File: src/rtl/i2c_pkg.sv
// i2c_pkg: shared state encoding and bus constants for the I2C target endpoint.
package i2c_pkg;
   localparam int I2C_ADDR_LEN = 7;
   localparam int I2C_DATA_LEN = 8;
   localparam logic RW_WRITE = 1'b0;
   localparam logic RW_READ = 1'b1;
   typedef enum logic [2:0] {
      IDLE, ADDR, ADDR_ACK, WR_DATA, WR_ACK, RD_DATA, RD_ACK, IGNORE
   } i2c_slave_state_t;
endpackage

File: src/rtl/i2c_bus_sampler.sv
// i2c_bus_sampler: synchronises scl/sda into the clk domain and flags scl edges and START/STOP.
module i2c_bus_sampler #(
   parameter int SYNC_STAGES = 2
) (
   input  logic clk,
   input  logic rst,
   input  logic scl_in,
   input  logic sda_in,
   output logic scl_s,
   output logic sda_s,
   output logic scl_rise,
   output logic scl_fall,
   output logic start_det,
   output logic stop_det
);
   logic [SYNC_STAGES-1:0] scl_sync_q, scl_sync_d, sda_sync_q, sda_sync_d;
   logic scl_dly_q, scl_dly_d, sda_dly_q, sda_dly_d;
   always_comb begin
      scl_sync_d = {scl_sync_q[SYNC_STAGES-2:0], scl_in};
      sda_sync_d = {sda_sync_q[SYNC_STAGES-2:0], sda_in};
      scl_dly_d = scl_s;
      sda_dly_d = sda_s;
   end
   // Reset to the idle bus level so leaving reset never fakes an edge on a quiet bus.
   always_ff @(posedge clk) begin
      if (rst) begin
         scl_sync_q <= '1;
         sda_sync_q <= '1;
         scl_dly_q <= 1'b1;
         sda_dly_q <= 1'b1;
      end else begin
         scl_sync_q <= scl_sync_d;
         sda_sync_q <= sda_sync_d;
         scl_dly_q <= scl_dly_d;
         sda_dly_q <= sda_dly_d;
      end
   end
   assign scl_s = scl_sync_q[SYNC_STAGES-1];
   assign sda_s = sda_sync_q[SYNC_STAGES-1];
   assign scl_rise = scl_s & ~scl_dly_q;
   assign scl_fall = ~scl_s & scl_dly_q;
   assign start_det = scl_s & scl_dly_q & sda_dly_q & ~sda_s;
   assign stop_det = scl_s & scl_dly_q & ~sda_dly_q & sda_s;
endmodule

File: src/rtl/i2c_slave_fsm.sv
// i2c_slave_fsm: I2C target that ACKs its own address, accepts NUM_BYTES written bytes
// and returns tx_data_1/tx_data_2 on reads.
module i2c_slave_fsm
   import i2c_pkg::*;
#(
   parameter int ADDR_LEN = I2C_ADDR_LEN,
   parameter logic [ADDR_LEN-1:0] SLAVE_ADDR = 7'h2A,
   parameter int DATA_LEN = I2C_DATA_LEN,
   parameter int NUM_BYTES = 2,
   parameter int SYNC_STAGES = 2,
   localparam int IW = NUM_BYTES > 1 ? $clog2(NUM_BYTES) : 1
) (
   input  logic                clk,
   input  logic                rst,
   input  logic                scl_in,
   input  logic                sda_in,
   output logic                sda_drive_low,
   input  logic [DATA_LEN-1:0] tx_data_1,
   input  logic [DATA_LEN-1:0] tx_data_2,
   output logic [DATA_LEN-1:0] rx_data,
   output logic                rx_valid,
   output logic [IW-1:0]       rx_index,
   output logic                addr_match,
   output logic                busy
);
   localparam int CW = $clog2(NUM_BYTES + 1);
   localparam int BW = $clog2(DATA_LEN + 1);
   i2c_slave_state_t state_q, state_d;
   logic [BW-1:0] bit_cnt_q, bit_cnt_d;
   logic [CW-1:0] idx_q, idx_d, idx_inc;
   logic [DATA_LEN-1:0] shift_q, shift_d, tx_q, tx_d, rx_data_q, rx_data_d, byte_in, tx_sel;
   logic [IW-1:0] rx_index_q, rx_index_d;
   logic rw_q, rw_d, drive_q, drive_d, rx_valid_q, rx_valid_d;
   logic addr_match_q, addr_match_d, busy_q, busy_d;
   logic scl_s, sda_s, scl_rise, scl_fall, start_det, stop_det, rise, in_range;

   i2c_bus_sampler #(.SYNC_STAGES(SYNC_STAGES)) u_sampler (
      .clk(clk), .rst(rst), .scl_in(scl_in), .sda_in(sda_in),
      .scl_s(scl_s), .sda_s(sda_s), .scl_rise(scl_rise), .scl_fall(scl_fall),
      .start_det(start_det), .stop_det(stop_det)
   );

   assign rise = scl_rise & scl_s;
   assign byte_in = {shift_q[DATA_LEN-2:0], sda_s};
   assign in_range = idx_q < CW'(NUM_BYTES);
   assign idx_inc = in_range ? idx_q + 1'b1 : idx_q;
   assign tx_sel = (idx_q == '0) ? tx_data_1 : (idx_q == CW'(1) && NUM_BYTES > 1) ? tx_data_2 : '1;

   always_comb begin
      state_d = state_q;
      bit_cnt_d = bit_cnt_q;
      idx_d = idx_q;
      shift_d = shift_q;
      tx_d = tx_q;
      rw_d = rw_q;
      drive_d = drive_q;
      rx_data_d = rx_data_q;
      rx_index_d = rx_index_q;
      rx_valid_d = 1'b0;
      addr_match_d = addr_match_q;
      busy_d = busy_q;
      if (start_det) begin
         state_d = ADDR;
         bit_cnt_d = '0;
         drive_d = 1'b0;
         addr_match_d = 1'b0;
         busy_d = 1'b1;
      end else if (stop_det) begin
         state_d = IDLE;
         drive_d = 1'b0;
         addr_match_d = 1'b0;
         busy_d = 1'b0;
      end else begin
         case (state_q)
            ADDR: if (rise) begin
               shift_d = byte_in;
               bit_cnt_d = bit_cnt_q + 1'b1;
               if (bit_cnt_q == BW'(ADDR_LEN)) begin
                  rw_d = sda_s;
                  state_d = (shift_q[ADDR_LEN-1:0] == SLAVE_ADDR) ? ADDR_ACK : IGNORE;
               end
            end
            // Ack states: first fall (count still full) opens the ack bit, the next one closes it.
            ADDR_ACK: if (scl_fall) begin
               bit_cnt_d = '0;
               if (bit_cnt_q == BW'(ADDR_LEN + 1)) drive_d = 1'b1;
               else begin
                  addr_match_d = 1'b1;
                  idx_d = '0;
                  state_d = (rw_q == RW_READ) ? RD_DATA : WR_DATA;
                  tx_d = tx_data_1;
                  drive_d = (rw_q == RW_READ) ? ~tx_data_1[DATA_LEN-1] : 1'b0;
               end
            end
            WR_DATA: if (rise) begin
               shift_d = byte_in;
               bit_cnt_d = bit_cnt_q + 1'b1;
               if (bit_cnt_q == BW'(DATA_LEN - 1)) begin
                  state_d = WR_ACK;
                  rx_valid_d = in_range;
                  rx_data_d = in_range ? byte_in : rx_data_q;
                  rx_index_d = in_range ? IW'(idx_q) : rx_index_q;
               end
            end
            WR_ACK: if (scl_fall) begin
               bit_cnt_d = '0;
               if (bit_cnt_q == BW'(DATA_LEN)) drive_d = in_range;
               else begin
                  drive_d = 1'b0;
                  idx_d = idx_inc;
                  state_d = WR_DATA;
               end
            end
            RD_DATA: if (rise) bit_cnt_d = bit_cnt_q + 1'b1;
            else if (scl_fall) begin
               if (bit_cnt_q == BW'(DATA_LEN)) begin
                  drive_d = 1'b0;
                  state_d = RD_ACK;
               end else begin
                  tx_d = tx_q << 1;
                  drive_d = ~tx_q[DATA_LEN-2];
               end
            end
            RD_ACK: if (rise) begin
               state_d = sda_s ? IGNORE : RD_ACK;
               idx_d = sda_s ? idx_q : idx_inc;
            end else if (scl_fall) begin
               state_d = RD_DATA;
               bit_cnt_d = '0;
               tx_d = tx_sel;
               drive_d = ~tx_sel[DATA_LEN-1];
            end
            default: drive_d = 1'b0;
         endcase
      end
   end

   always_ff @(posedge clk) begin
      if (rst) begin
         state_q <= IDLE;
         bit_cnt_q <= '0;
         idx_q <= '0;
         shift_q <= '0;
         tx_q <= '0;
         rw_q <= RW_WRITE;
         drive_q <= 1'b0;
         rx_data_q <= '0;
         rx_index_q <= '0;
         rx_valid_q <= 1'b0;
         addr_match_q <= 1'b0;
         busy_q <= 1'b0;
      end else begin
         state_q <= state_d;
         bit_cnt_q <= bit_cnt_d;
         idx_q <= idx_d;
         shift_q <= shift_d;
         tx_q <= tx_d;
         rw_q <= rw_d;
         drive_q <= drive_d;
         rx_data_q <= rx_data_d;
         rx_index_q <= rx_index_d;
         rx_valid_q <= rx_valid_d;
         addr_match_q <= addr_match_d;
         busy_q <= busy_d;
      end
   end

   assign sda_drive_low = drive_q;
   assign rx_data = rx_data_q;
   assign rx_index = rx_index_q;
   assign rx_valid = rx_valid_q;
   assign addr_match = addr_match_q;
   assign busy = busy_q;
endmodule

File: config.mk
export PLATFORM = sky130hd
export DESIGN_NAME = i2c_slave_fsm
export DESIGN_NICKNAME = d
export VERILOG_FILES = /design/src/rtl/i2c_pkg.sv /design/src/rtl/i2c_bus_sampler.sv /design/src/rtl/i2c_slave_fsm.sv
export SDC_FILE = /design/constraint.sdc
export NUM_CORES = 1
export LEC_CHECK = 0
export ABC_AREA = 1
export BUFFER_PORTS_ARGS = -buffer_cell sky130_fd_sc_hd__buf_2
export CAP_MARGIN = 0
export CORE_ASPECT_RATIO = 0.9
export CORE_MARGIN = 2
export CORE_UTILIZATION = 54
export CTS_BUF_LIST = sky130_fd_sc_hd__clkbuf_2 sky130_fd_sc_hd__clkbuf_4 sky130_fd_sc_hd__clkbuf_8
export DETAILED_ROUTE_END_ITERATION = 10
export HOLD_SLACK_MARGIN = 0.03
export PLACE_DENSITY = 0.81
export SYNTH_ARGS = -nofsm -noshare
export SYNTH_HDL_FRONTEND = slang
export SYNTH_SLANG_ARGS = --single-unit
File: constraint.sdc
create_clock -name clk -period 1.37 [get_ports clk]
set_input_delay 0 -clock clk [delete_from_list [all_inputs] [get_ports clk]]
set_output_delay 0 -clock clk [all_outputs]
set_load 0.005 [all_outputs]
---- Word level (Yosys, flattened, before mapping) ----
Index checks and enable logic that the tools add are counted.
word-level totals
  register bits ........................... 43
  input port bits ......................... 20
  output and inout port bits .............. 13
  word-level logic and storage cells ...... 159
cells by class
  $add $sub $neg .......................... 2
  magnitude comparators ................... 1
  equality and inequality tests ........... 40
  muxes and demuxes ....................... 54
  bitwise logic cells ..................... 22
  reduce and logical (&&, ||, !) cells .... 23
operators with widths
  cell                                                             count
  7-bit 2-to-1 mux                                                 7
  3-bit 2-to-1 mux                                                 15
  4-bit inequality test, second input constant                     11
  2-bit inequality test, second input constant                     16
  13-bit AND reduction                                             2
  7-bit case mux with 3 select lines                               1
  3-bit case mux with 6 select lines                               1
  8-bit 2-to-1 mux                                                 2
  1-bit 2-to-1 mux                                                 15
  2-bit 2-to-1 mux                                                 7
  1-bit NOT                                                        14
  4-bit 2-to-1 mux                                                 3
  4-bit case mux with 3 select lines                               1
  10-bit AND reduction                                             1
  3-bit == test, second input constant                             3
  9-bit AND reduction                                              1
  3-bit nonzero test                                               3
  1-bit AND                                                        8
  4-bit AND reduction                                              2
  8-bit nonzero test                                               1
  7-bit by 6-bit == test with 1-bit output, second input constant  1
  7-bit AND reduction                                              1
  3-bit by 2-bit == test with 1-bit output, second input constant  2
  2-bit case mux with 3 select lines                               1
  other kinds (20)                                                 23

---- Logic depth before layout (Yosys ltp) ----
Gate-level depths: netlist of the first run.
  depth after elaboration ................. 7
  mapped depth ............................ 12
  mapped depth without buffers ............ 12

---- Hierarchy ----
From an unflattened synthesis of the first run, not the netlist that was laid out.
second synthesis, totals
  cell total of the unflattened synthesis .. 352
  area, all modules ....................... 2361.0 sq um
by module, submodules not included
  module           instances  cells an instance  area an instance (sq um)  seq. area each (sq um)
  i2c_slave_fsm    1          328                2163.3                    740.7
  i2c_bus_sampler  1          24                 197.7                     120.1

---- Worst setup path before layout of the first run ----
OpenSTA, ideal clock, no wires.
  path kind ............................... register to register
  from .................................... reg u_sampler.scl_sync_q[1]
  to ...................................... reg tx_q[2]
  setup time .............................. 113 ps
  arrival ................................. 1385 ps
  required time ........................... 1257 ps
  slack ................................... -127 ps
  cell stages (with the launch flop) ...... 12
  buffers on the path ..................... 0
  clock period less this slack ............ 1497 ps
  path through ............................ dfxtp_1 > ha_1 > nand3_1 > nand2_2 > nor2_1 > o21ai_1 > nor2_1 > nand2_2 > inv_4 > nand2_1 > nand2_1 > nor2_1
on the way
  cells in the longest elaborated chain, start to end .. 5
  elaborated cells on any way between the ends .. 17
  classes of those cells .................. 5 x eq/ne; 11 x bitwise; 1 x reduce/logical
ends and longest elaborated chain
  item                                       line                                          RTL
  from (decl)                                i2c_bus_sampler.sv:16                         logic [SYNC_STAGES-1:0] scl_sync_q, scl_sync_d, sda_sync_q, sda_sync_d;
  from (signal assigned)                     i2c_bus_sampler.sv:32                         scl_sync_q <= scl_sync_d;
  1-bit AND                                  i2c_bus_sampler.sv:42, i2c_bus_sampler.sv:43
  1-bit AND (on tied branches) (2 in a row)  i2c_bus_sampler.sv:42, i2c_bus_sampler.sv:43
  1-bit NOT (no line)                        --
  10-bit AND reduction (no line) (*)         --
  to (signal assigned)                       i2c_slave_fsm.sv:157                          tx_q <= tx_d;
  to (decl)                                  i2c_slave_fsm.sv:31                           logic [DATA_LEN-1:0] shift_q, shift_d, tx_q, tx_d, rx_data_q, rx_data_d, byte_in, tx_sel;
Every way passes the cells marked *; elsewhere a longest branch is shown, timed or not.
A chain may end at the register's enable or synchronous reset.

---- Worst setup path in the final report of the first run ----
  from .................................... reg bit_cnt_q[1]
  to ...................................... reg state_q[0]
on the way
  cells in the longest elaborated chain, start to end .. 3
  elaborated cells on any way between the ends .. 8
  classes of those cells .................. 7 x eq/ne; 1 x reduce/logical
ends and longest elaborated chain
  item                                                                       line                  RTL
  from (decl)                                                                i2c_slave_fsm.sv:29   logic [BW-1:0] bit_cnt_q, bit_cnt_d;
  from (signal assigned)                                                     i2c_slave_fsm.sv:154  bit_cnt_q <= bit_cnt_d;
  4-bit == test or 4-bit by 3-bit == test with 1-bit output (tied branches)  --
  4-bit inequality test (no line)                                            --
  13-bit AND reduction (no line) (*)                                         --
  to (signal assigned)                                                       i2c_slave_fsm.sv:153  state_q <= state_d;
  to (decl)                                                                  i2c_slave_fsm.sv:28   i2c_slave_state_t state_q, state_d;
Marks and branches as above.

==> run_results.csv, run 1 <==
group,metric,value,unit
final_layout,num-nets-final,464,
synthesis,synth_warnings,0,
grt,grt_pass1_vias,2538,
setup_path,critPathMaxStageDelay,0.37,ns
status,violations,"negative setup slack",
final_layout,fill_cells,275,
cts,cts_tree,"yes",
setup_path,slowest_stage,"dfxtp_4",
worst_hold_path,hold_depth,4,
grt,track_usage,29.70,%
timing,setup_ws,-0.2082,ns
final_layout,antenna_cells,0,
power_and_ir_drop,peakVddDrop,0.8679,mV
synthesis,ys_types,35,
status,status,"finished with violations",
setup_path,crit_chain,"inv_4 > ha_4 > nand2_4 > nor2_4 > nor2_4 > nor2_2 > nand2_2 > nor2_4 > nand2_2 > a21oi_2 > nor2_2",
cts,clock-root-buffer,"clkbuf_8",
setup_path,critical_path_class,"flip-flop to flip-flop",
drt,wl_per_cell,14.43,um
grt,grt_busiest_layer,"met2",
final_layout,syn_to_final_growth,48.24,%
timing,worstMarginPinSlew,0.2973,ns
setup_path,crit_top_cell,"nor2_4",
drt,drt_iter0_drc,236,
flow_run,cap_violations,0,
timing,slew_violations,0,
die,coreArea,4374,um2
die,dieHeight,67.54,um
final_layout,drive_gt1_share,45.66,%
cts,htreeDepth,2,
drt,drt_first_pass_iters,7,
cts,path_clk_slew,0.09,ns
synthesis,synth_area,2422,um2
grt,grt_first_pass_wirelength,11.30,mm
drt,drc_errors,0,
setup_path,crit_fanout,5,
synthesis,synth_fp_nets,370,
grt,grt_use_met2,49.56,%
die,initial_core_util,55.38,%
setup_path,reg2regPathDepth,11,
timing,hold_violations,0,
timing,skew,0.008692,ns
cts,clk_latency,0.32,ns
grt,grt_max_degree,26,
setup_path,worstPathRequired,1.59,ns
worst_hold_path,hold_class,"input pin to flip-flop",
grt,grt_util_met1,37.15,%
setup_path,cp-end-kind,"flip-flop",
drt,drt-total-wl,7.214,mm
setup_path,start_kind,"flip-flop",
grt,use_met3,5.373,%
grt,antenna_found_initial,0,
placed_design,gp_congestion,0.8928,
placed_design,hpwl,4.598,mm
timing,slew-limit-headroom,79.97,%
die,io_pins,33,
power_and_ir_drop,power.density,1574,nW/um2
drt,via_count,2681,
timing,setup_violations,27,
timing,min_period,1.578,ns
die,die_x,74.60,um
synthesis,synth_seq_cells,43,
placed_design,port-buffer-count,32,
synthesis,synthCells,343,
cts,clock-sinks,43,
setup_path,arrival,1.80,ns
power_and_ir_drop,p_leak,1.600,nW
cts,numCtsBuffers,5,
setup_path,path_buf_inv,1,
timing,final.setup.tns,-3.975,ns
cts,max-clock-path-buffers,2,
synthesis,synth.yosys.seq_area_share,35.54,%
synthesis,syn_avg_cell_area,7.062,um2
grt,overflow,0,
die,rows,23,
drt,drtAntennaViolNets,0,
die,die_area,5038,um2
setup_path,path_depth,11,
timing,max_freq,633.6,MHz
setup_path,crit_family,"simple AND/OR/NAND/NOR gates",
final_layout,final_util,82.09,%
timing,rsz0062_at_grt,"true",
timing,fin_crit_sh,115.2,%
drt,vias_per_cell,5.362,
==> timing repair <==
item / 4_1_cts / 5_1_grt
buffers inserted: 6 / 2
pin swaps: 10 / 12
endpoints found under the hold margin: 6 / 0
cloned: 2 / 0
gates resized for setup: 52 / 35
endpoints found under the setup margin: 35 / 36
hold buffers: 6 / 0
==> cells in the final DEF, fill, tap and decap left out, drive strengths merged <==
master       count
clkinv           2
bufinv           1
nand4            4
nand2           61
inv             43
a31oi            1
a21oi           30
xor2             1
o21bai           1
o211ai           6
nor3             5
nand3           27
dlygate4sd3      6
or2              4
nor3b            1
buf             90
dfxtp           43
nand3b           1
o21ai           38
ha               7
o2111ai          1
clkbuf           6
nor2            59
==> stage by stage <==
| stage | std cells | area, um2 | hold WS, ns | power, mW | worst slack [ns] |
|---|---|---|---|---|---|
| CTS | 499 | 3477 | 0.06966 | 5.335 | -0.1481 |
| floorplan | 343 | 2501 | 0.06907 | 3.187 | -0.02568 |
| finish | 500 | 3591 | 0.08387 | 5.653 | -0.2082 |
| global route | 500 | 3591 | 0.1103 | 5.962 | -0.2839 |
| global placement | 477 | 3052 | 0.1832 | 3.935 | -0.1870 |
| detailed placement | 477 | 3052 | 0.1858 | 3.990 | -0.1948 |
==> worst register-to-register path, stage by stage, from the launching register on <==
cell	delay, ns
dfxtp_4	0.37
inv_4	0.06
ha_4	0.13
nand2_4	0.04
nor2_4	0.21
nor2_4	0.06
nor2_2	0.12
nand2_2	0.08
nor2_4	0.14
nand2_2	0.08
a21oi_2	0.14
nor2_2	0.05
==> area by class of cell <==
type | instances | area [um2] | share of cell area, %
clock inverters | 2 | 38.79 | 1.080
well taps | 62 | 77.57 | 2.160
inverters | 44 | 198.9 | 5.540
repair buffers | 96 | 744.5 | 20.73
clock buffers | 6 | 82.58 | 2.300
multi-input cells | 247 | 1569 | 43.69
flip-flops and latches | 43 | 879.6 | 24.49
==> power breakdown <==
part           switching (mW)  internal (mW)  leakage [nW]  total, mW
registers               0.159           1.43         0.352       1.59
logic                    1.68           1.28          1.19       2.96
clock network           0.500          0.600        0.0618       1.10
total                    2.33           3.32          1.60       5.65
==> cells by family after synthesis <==
group	after synthesis	synth area share, %
flip-flops	43	35.54
AND/OR/NAND/NOR	162	32.54
buffers and inverters	53	10.64
adder cells (fa/ha/maj)	7	3.616
AO/OA/AOI/OAI	77	17.30
XOR/XNOR	1	0.3616
==> registers in the layout (all words and copies together), names as in the netlist, 2 cells and up <==
signal / count
u_sampler.scl_sync_q: 2
tx_q: 7
bit_cnt_q: 4
u_sampler.sda_sync_q: 2
state_q: 3
idx_q: 2
rx_data: 8
shift_q: 7
==> layer usage <==
layer	up-vias	wire length, um	share of wire [%]
met5	-	0	0
met4	0	209	2.9
met3	24	417	5.8
met2	122	3404	47
met1	1230	3183	44
li1	1305	-	-
==> cells in the mapped netlist <==
master     instances  area [um2]
nand2_1           52       195.2
o21ai_2            1       8.760
o211ai_1           6       45.04
nor2_2             5       31.28
nand3_4            2       35.03
dfxtp_1           43       860.8
a31oi_1            1       6.260
buf_2              1       5.000
buf_6              4       45.04
clkbuf_1           2       7.510
inv_1             35       131.4
nor3_1             3       15.01
ha_1               7       87.58
nor2_4             3       33.78
xor2_1             1       8.760
clkinv_1           1       3.750
inv_2              3       11.26
nand2_2            9       56.30
inv_4              5       31.28
a21oi_1           29       145.1
buf_8              1       15.01
nor3b_1            1       7.510
nand3b_1           1       7.510
o2111ai_1          1       8.760
o21ai_1            4       20.02
buf_4              1       7.510
o21ai_0           33       165.2
nor2_1            51       191.4
nor3_2             2       20.02
o21bai_2           1       11.26
nand3_2            4       40.04
or2_2              4       25.02
a21oi_2            1       8.760
nand3_1           21       105.1
nand4_1            4       25.02
==> final timing paths <==
path                           start                       to  slack (ns)
min reg2reg  u_sampler.scl_sync_q[0]  u_sampler.scl_sync_q[1]        0.43
max                     bit_cnt_q[1]               state_q[0]       -0.21
min                              rst               state_q[2]        0.08
max reg2reg             bit_cnt_q[1]               state_q[0]       -0.21
Power figures use the tool's default switching activity.
==> run 2, diff against run 1 <==
PLACE_DENSITY = not set   (was 0.81)
PLACE_DENSITY_LB_ADDON = 0.25   (was not set)
==> run_results.csv, run 2 (synthesized netlist as in run 1, its figures left out) <==
group,metric,value,unit
worst_hold_path,hold_depth,7,
die,initial_core_util,55.38,%
die,rows,23,
cts,cts_tree,"yes",
grt,grt_max_degree,26,
setup_path,reg2reg_to,"rx_data[0]",
die,die_area,5038,um2
drt,drtAntennaViolNets,0,
setup_path,cp-end-kind,"flip-flop",
timing,final.setup.tns,-5.792,ns
drt,drt_first_pass_iters,6,
placed_design,postPlaceCellArea,3074,um2
cts,clock-sinks,43,
final_layout,num-nets-final,468,
placed_design,gp_congestion,0.8977,
die,die_x,74.60,um
timing,max_freq,601.9,MHz
setup_path,reg2regPathDepth,11,
grt,track_usage,32.15,%
final_layout,syn_to_final_growth,52.27,%
drt,drt_iter0_drc,226,
drt,via_count,2876,
placed_design,port-buffer-count,32,
die,io_pins,33,
flow_run,cap_violations,0,
cts,max-clock-path-buffers,2,
timing,slew-limit-headroom,78.35,%
setup_path,start_kind,"flip-flop",
timing,skew,0.007115,ns
grt,overflow,0,
grt,antenna_found_initial,0,
grt,grt_pass1_vias,2784,
worst_hold_path,hold_end,"tx_q[2]",
final_layout,final_util,84.32,%
die,dieHeight,67.54,um
status,status,"finished with violations",
power_and_ir_drop,p_leak,1.634,nW
timing,hold_violations,0,
setup_path,critical_path_class,"flip-flop to flip-flop",
timing,slew_violations,0,
die,coreArea,4374,um2
power_and_ir_drop,peakVddDrop,0.9582,mV
timing,setup_violations,35,
cts,clk_latency,0.31,ns
timing,fin_crit_sh,121.3,%
cts,clock-root-buffer,"clkbuf_8",
final_layout,mostFrequentLayoutCells,"buf_4, nand2_1, nor2_1",
power_and_ir_drop,power.density,1561,nW/um2
final_layout,final_common_cell,"buf_4",
setup_path,r2r_setup_slack,-0.29,ns
setup_path,worstPathRequired,1.61,ns
worst_hold_path,worstHoldStart,"tx_data_1[2]",
grt,grt_first_pass_wirelength,12.23,mm
cts,path_clk_slew,0.09,ns
drt,wl_per_cell,16.61,um
final_layout,largest_reg_flops,8,
drt,vias_per_cell,5.706,
status,violations,"negative setup slack",
drt,drc_errors,0,
cts,numCtsBuffers,5,
timing,rsz0062_at_grt,"true",
power_and_ir_drop,finalPower,5.758,mW
timing,setup_ws,-0.2915,ns
final_layout,antenna_cells,0,
final_layout,drive_gt1_share,48.64,%
timing,worstMarginPinSlew,0.3247,ns
drt,drt-total-wl,8.369,mm
setup_path,arrival,1.90,ns
cts,htreeDepth,2,
setup_path,reg2reg_from,"bit_cnt_q[1]",
setup_path,crit_fanout,5,
worst_hold_path,hold_class,"input pin to flip-flop",
placed_design,hpwl,4.752,mm
timing,min_period,1.662,ns
final_layout,fin_area,3689,um2
-- run 2: changes by cell type in the layout (fill, tap and decap cells not counted), sizes merged --
cell,change
dlymetal6s4s,+1
clkinv,-1
dlygate4sd3,-2
inv,+2
buf,+5
clkbuf,-1
-- run 2: worst max path at each step --
stage	cells after the start	endpoint	from	slack, ns
global placement	11	state_q[0]	bit_cnt_q[0]	-0.17
detailed placement	11	state_q[0]	bit_cnt_q[0]	-0.16
CTS	11	rx_data[4]	bit_cnt_q[0]	-0.14
global route	11	rx_data[0]	bit_cnt_q[1]	-0.37
floorplan	11	state_q[0]	bit_cnt_q[1]	-0.03
finish	11	rx_data[0]	bit_cnt_q[1]	-0.29
-- run 2: area by class of cell --
class | instances | area [um2]
Clock buffer | 5 | 68.82
Clock inverter | 3 | 47.55
Fill cell | 255 | 685.7
Inverter | 44 | 187.7
Multi-Input combinational cell | 247 | 1648
Sequential cell | 43 | 883.3
Tap cell | 62 | 77.57
Timing Repair Buffer | 100 | 775.7
-- run 2: metal layers --
metal,part of all wire [%],GRT usage [%]
met5,0,0
met4,6.1,16.07
met3,6.2,5.522
met2,50,59.07
met1,38,35.45
-- run 2: worst max-delay path, stage by stage, from the launching register on --
cell	delay, ns
dfxtp_4	0.38
ha_4	0.15
nand2_4	0.05
nor2_4	0.13
nand2_2	0.10
inv_4	0.09
nand3_4	0.10
nor2_4	0.18
buf_12	0.13
buf_12	0.10
o21ai_0	0.08
a21oi_1	0.13
-- run 2: per-stage QoR --
stage	hold WS, ns	setup slack, ns	instances
floorplan	0.06907	-0.02568	343
global placement	0.1846	-0.1726	480
detailed placement	0.1850	-0.1646	480
CTS	0.1437	-0.1351	503
global route	0.1590	-0.3713	504
finish	0.1389	-0.2915	504
-- run 2: where the power goes --
group | internal [mW] | leakage, nW | switching (mW) | total, mW
Sequential | 1.43 | 0.353 | 0.131 | 1.56
Clock | 0.553 | 0.0587 | 0.498 | 1.05
Combinational | 1.32 | 1.22 | 1.83 | 3.14
-- run 2: repair_timing --
| action | CTS | global route |
|---|---|---|
| cloned | 3 | 0 |
| pin swaps | 14 | 12 |
| resized for setup | 66 | 49 |
| setup buffers | 7 | 4 |
| endpoints found under the hold margin | 6 | 0 |
| endpoints found under the setup margin | 34 | 37 |
| hold buffers | 5 | 0 |
==> run 3, diff against run 2 <==
ABC_AREA = not set   (was 1)
==> run_results.csv, run 3 <==
group,metric,value,unit
synthesis,yosys-top-cells-area,"dfxtp_1, mux2i_1, nor2b_1",
worst_hold_path,worstHoldStart,"tx_data_1[0]",
drt,highest_layer,"met4",
setup_path,crit_fanout,9,
final_layout,fill_cells,302,
timing,setup_ws,-0.3574,ns
synthesis,synth_fp_nets,342,
setup_path,reg2reg_to,"rx_data[0]",
die,io_pins,33,
setup_path,start_kind,"flip-flop",
final_layout,syn_to_final_growth,41.14,%
synthesis,synthCells,315,
timing,max_freq,578.9,MHz
final_layout,mostFrequentLayoutCells,"buf_4, dfxtp_1, buf_2",
synthesis,synth.top_cell.area_share,33.50,%
drt,via_count,2612,
grt,antenna_found_initial,0,
cts,path_clk_slew,0.09,ns
worst_hold_path,hold_end,"tx_q[0]",
placed_design,postPlaceCellArea,3192,um2
worst_hold_path,hold_class,"input pin to flip-flop",
status,violations,"negative setup slack",
placed_design,gp_congestion,0.9151,
synthesis,synth_edf_count,0,
setup_path,worstPathRequired,1.57,ns
power_and_ir_drop,p_switching,0.7656,mW
synthesis,yosysTopAreaCell,"dfxtp_1",
timing,worstMarginPinSlew,0.3579,ns
die,die_area,5328,um2
cts,numCtsBuffers,5,
drt,wl_per_cell,15.81,um
power_and_ir_drop,peakVddDrop,0.6176,mV
setup_path,reg2regPathDepth,8,
final_layout,largest_reg_flops,8,
synthesis,ys_types,52,
cts,cts_tree,"yes",
timing,rsz0062_at_grt,"true",
cts,clock-root-buffer,"clkbuf_8",
final_layout,drive_gt1_share,39.90,%
synthesis,synthFlopType,"dfxtp_1",
power_and_ir_drop,power.density,785.5,nW/um2
placed_design,port-buffer-count,32,
worst_hold_path,hold_depth,3,
synthesis,synth_seq_cells,43,
power_and_ir_drop,netSwitchingFraction,26.87,%
timing,slew_violations,0,
setup_path,cp-end-kind,"flip-flop",
timing,hold_violations,0,
placed_design,hpwl,5.008,mm
setup_path,r2r_setup_slack,-0.36,ns
status,status,"finished with violations",
cts,clock-sinks,43,
synthesis,synthTopCellsByCount,"dfxtp_1, nor2_1, a21oi_1, nor2b_1, nand2_1",
synthesis,synth_warnings,0,
power_and_ir_drop,comb_power_share,16.5,%
final_layout,antenna_cells,0,
cts,htreeDepth,2,
power_and_ir_drop,p_leak,1.590,nW
drt,drt_iter0_drc,224,
cts,max-clock-path-buffers,2,
die,initial_core_util,56.88,%
die,rows,23,
die,dieHeight,69.45,um
power_and_ir_drop,sequentialPowerShare,46.1,%
flow_run,cap_violations,0,
drt,met3_length,306,um
die,coreArea,4518,um2
synthesis,yosysMostFrequentCell,"dfxtp_1",
drt,drc_errors,0,
setup_path,reg2reg_from,"u_sampler.scl_dly_q",
timing,hold_ws,0.1050,ns
final_layout,fin_area,3627,um2
timing,fin_crit_sh,126.1,%
drt,dr_wl_met2,3.528,mm
grt,grt_first_pass_wirelength,11.56,mm
setup_path,arrival,1.92,ns
timing,slew-limit-headroom,76.05,%
synthesis,synthArstFlopShare,0,%
drt,drt-total-wl,7.322,mm
drt,wl_met1,3.361,mm
final_layout,final_common_cell,"buf_4",
synthesis,syn_avg_cell_area,8.159,um2
synthesis,synth_area,2570,um2
grt,track_usage,26.82,%
die,die_x,76.72,um
grt,grt_pass1_vias,2389,
drt,drt_first_pass_iters,4,
drt,drtAntennaViolNets,0,
grt,grt_max_degree,26,
grt,overflow,0,
power_and_ir_drop,internal_power,2.083,mW
cts,clk_latency,0.30,ns
synthesis,synth.yosys.seq_area_share,33.50,%
power_and_ir_drop,pwr-share-clk,37.4,%
timing,setup_violations,35,
setup_path,critical_path_class,"flip-flop to flip-flop",
power_and_ir_drop,finalPower,2.849,mW
timing,skew,0.008079,ns
drt,vias_per_cell,5.641,
final_layout,num-nets-final,427,
timing,min_period,1.727,ns
## run 3: per-layer routing
metal	up-vias	global-route usage [%]
met1	1251	36.56
met3	16	4.427
met2	65	43.76
met4	0	7.677
met5	-	0
li1	1280	-
## run 3: power by group through the flow
stage / Combinational [mW] / Clock (mW) / Sequential (mW)
CTS: 0.441 / 1.07 / 1.31
global route: 0.510 / 1.13 / 1.32
global placement: 0.382 / 0 / 1.33
finish: 0.470 / 1.07 / 1.31
detailed placement: 0.391 / 0 / 1.33
floorplan: 0.255 / 0 / 1.31
## run 3: how the worst max path moves through the flow
stage / from / end / slack [ns] / cells after the start
final: u_sampler.scl_dly_q / rx_data[0] / -0.36 / 8
after global routing: u_sampler.scl_dly_q / rx_data[0] / -0.44 / 8
after CTS: bit_cnt_q[0] / idx_q[1] / -0.31 / 8
after detailed placement: u_sampler.scl_sync_q[1] / state_q[1] / -0.35 / 7
after global placement: state_q[0] / state_q[0] / -0.35 / 6
after floorplan: u_sampler.scl_sync_q[1] / shift_q[0] / -0.30 / 7
## run 3: cells by family (layout without fill, tap and decap cells)
group | Yosys count | after routing | synth area share (%)
and+or+nand+nor | 124 | 124 | 26.39
AOI/OAI and AO/OA | 86 | 86 | 22.54
DFF | 43 | 43 | 33.50
buffers and inverters | 35 | 121 | 6.426
muxes | 19 | 19 | 7.400
adders and majority gates | 7 | 7 | 3.408
xor gates and xnor gates | 1 | 1 | 0.3409
## run 3: stage by stage
stage	setup WS [ns]	setup TNS [ns]	instances	util, %
after floorplan	-0.2996	-7.119	315	-
after global placement	-0.3510	-8.518	442	70.65
after detailed placement	-0.3492	-9.791	442	70.65
after CTS	-0.3116	-8.453	459	77.82
after global routing	-0.4432	-12.70	463	80.28
final	-0.3574	-9.833	463	80.28
## run 3: worst max-delay path, cell delays in order (launching register included)
cell and delay [ns]:
dfxtp_4 0.37, inv_2 0.06, ha_4 0.18, and4b_1 0.24
nand4_1 0.17, nor2_4 0.15, buf_12 0.16, mux2i_4 0.23
nor2_1 0.05
## run 3: area by class of cell
cell class | instances | area, um2 | share of cell area (%)
Multi-Input combinational cell | 237 | 1769 | 48.78
Sequential cell | 43 | 878.3 | 24.22
Timing Repair Buffer | 100 | 729.5 | 20.11
Clock buffer | 6 | 82.58 | 2.277
Tap cell | 62 | 77.57 | 2.139
Inverter | 13 | 51.30 | 1.414
Clock inverter | 2 | 38.79 | 1.069
## run 3: repair_timing
| item | 4_1_cts | 5_1_grt |
|---|---|---|
| setup endpoints to repair | 36 | 36 |
| pin swaps | 11 | 18 |
| gates resized for setup | 32 | 19 |
| buffers inserted | 7 | 6 |
| hold buffers | 3 | 0 |
| gates cloned | 0 | 0 |
| hold endpoints to repair | 3 | 0 |
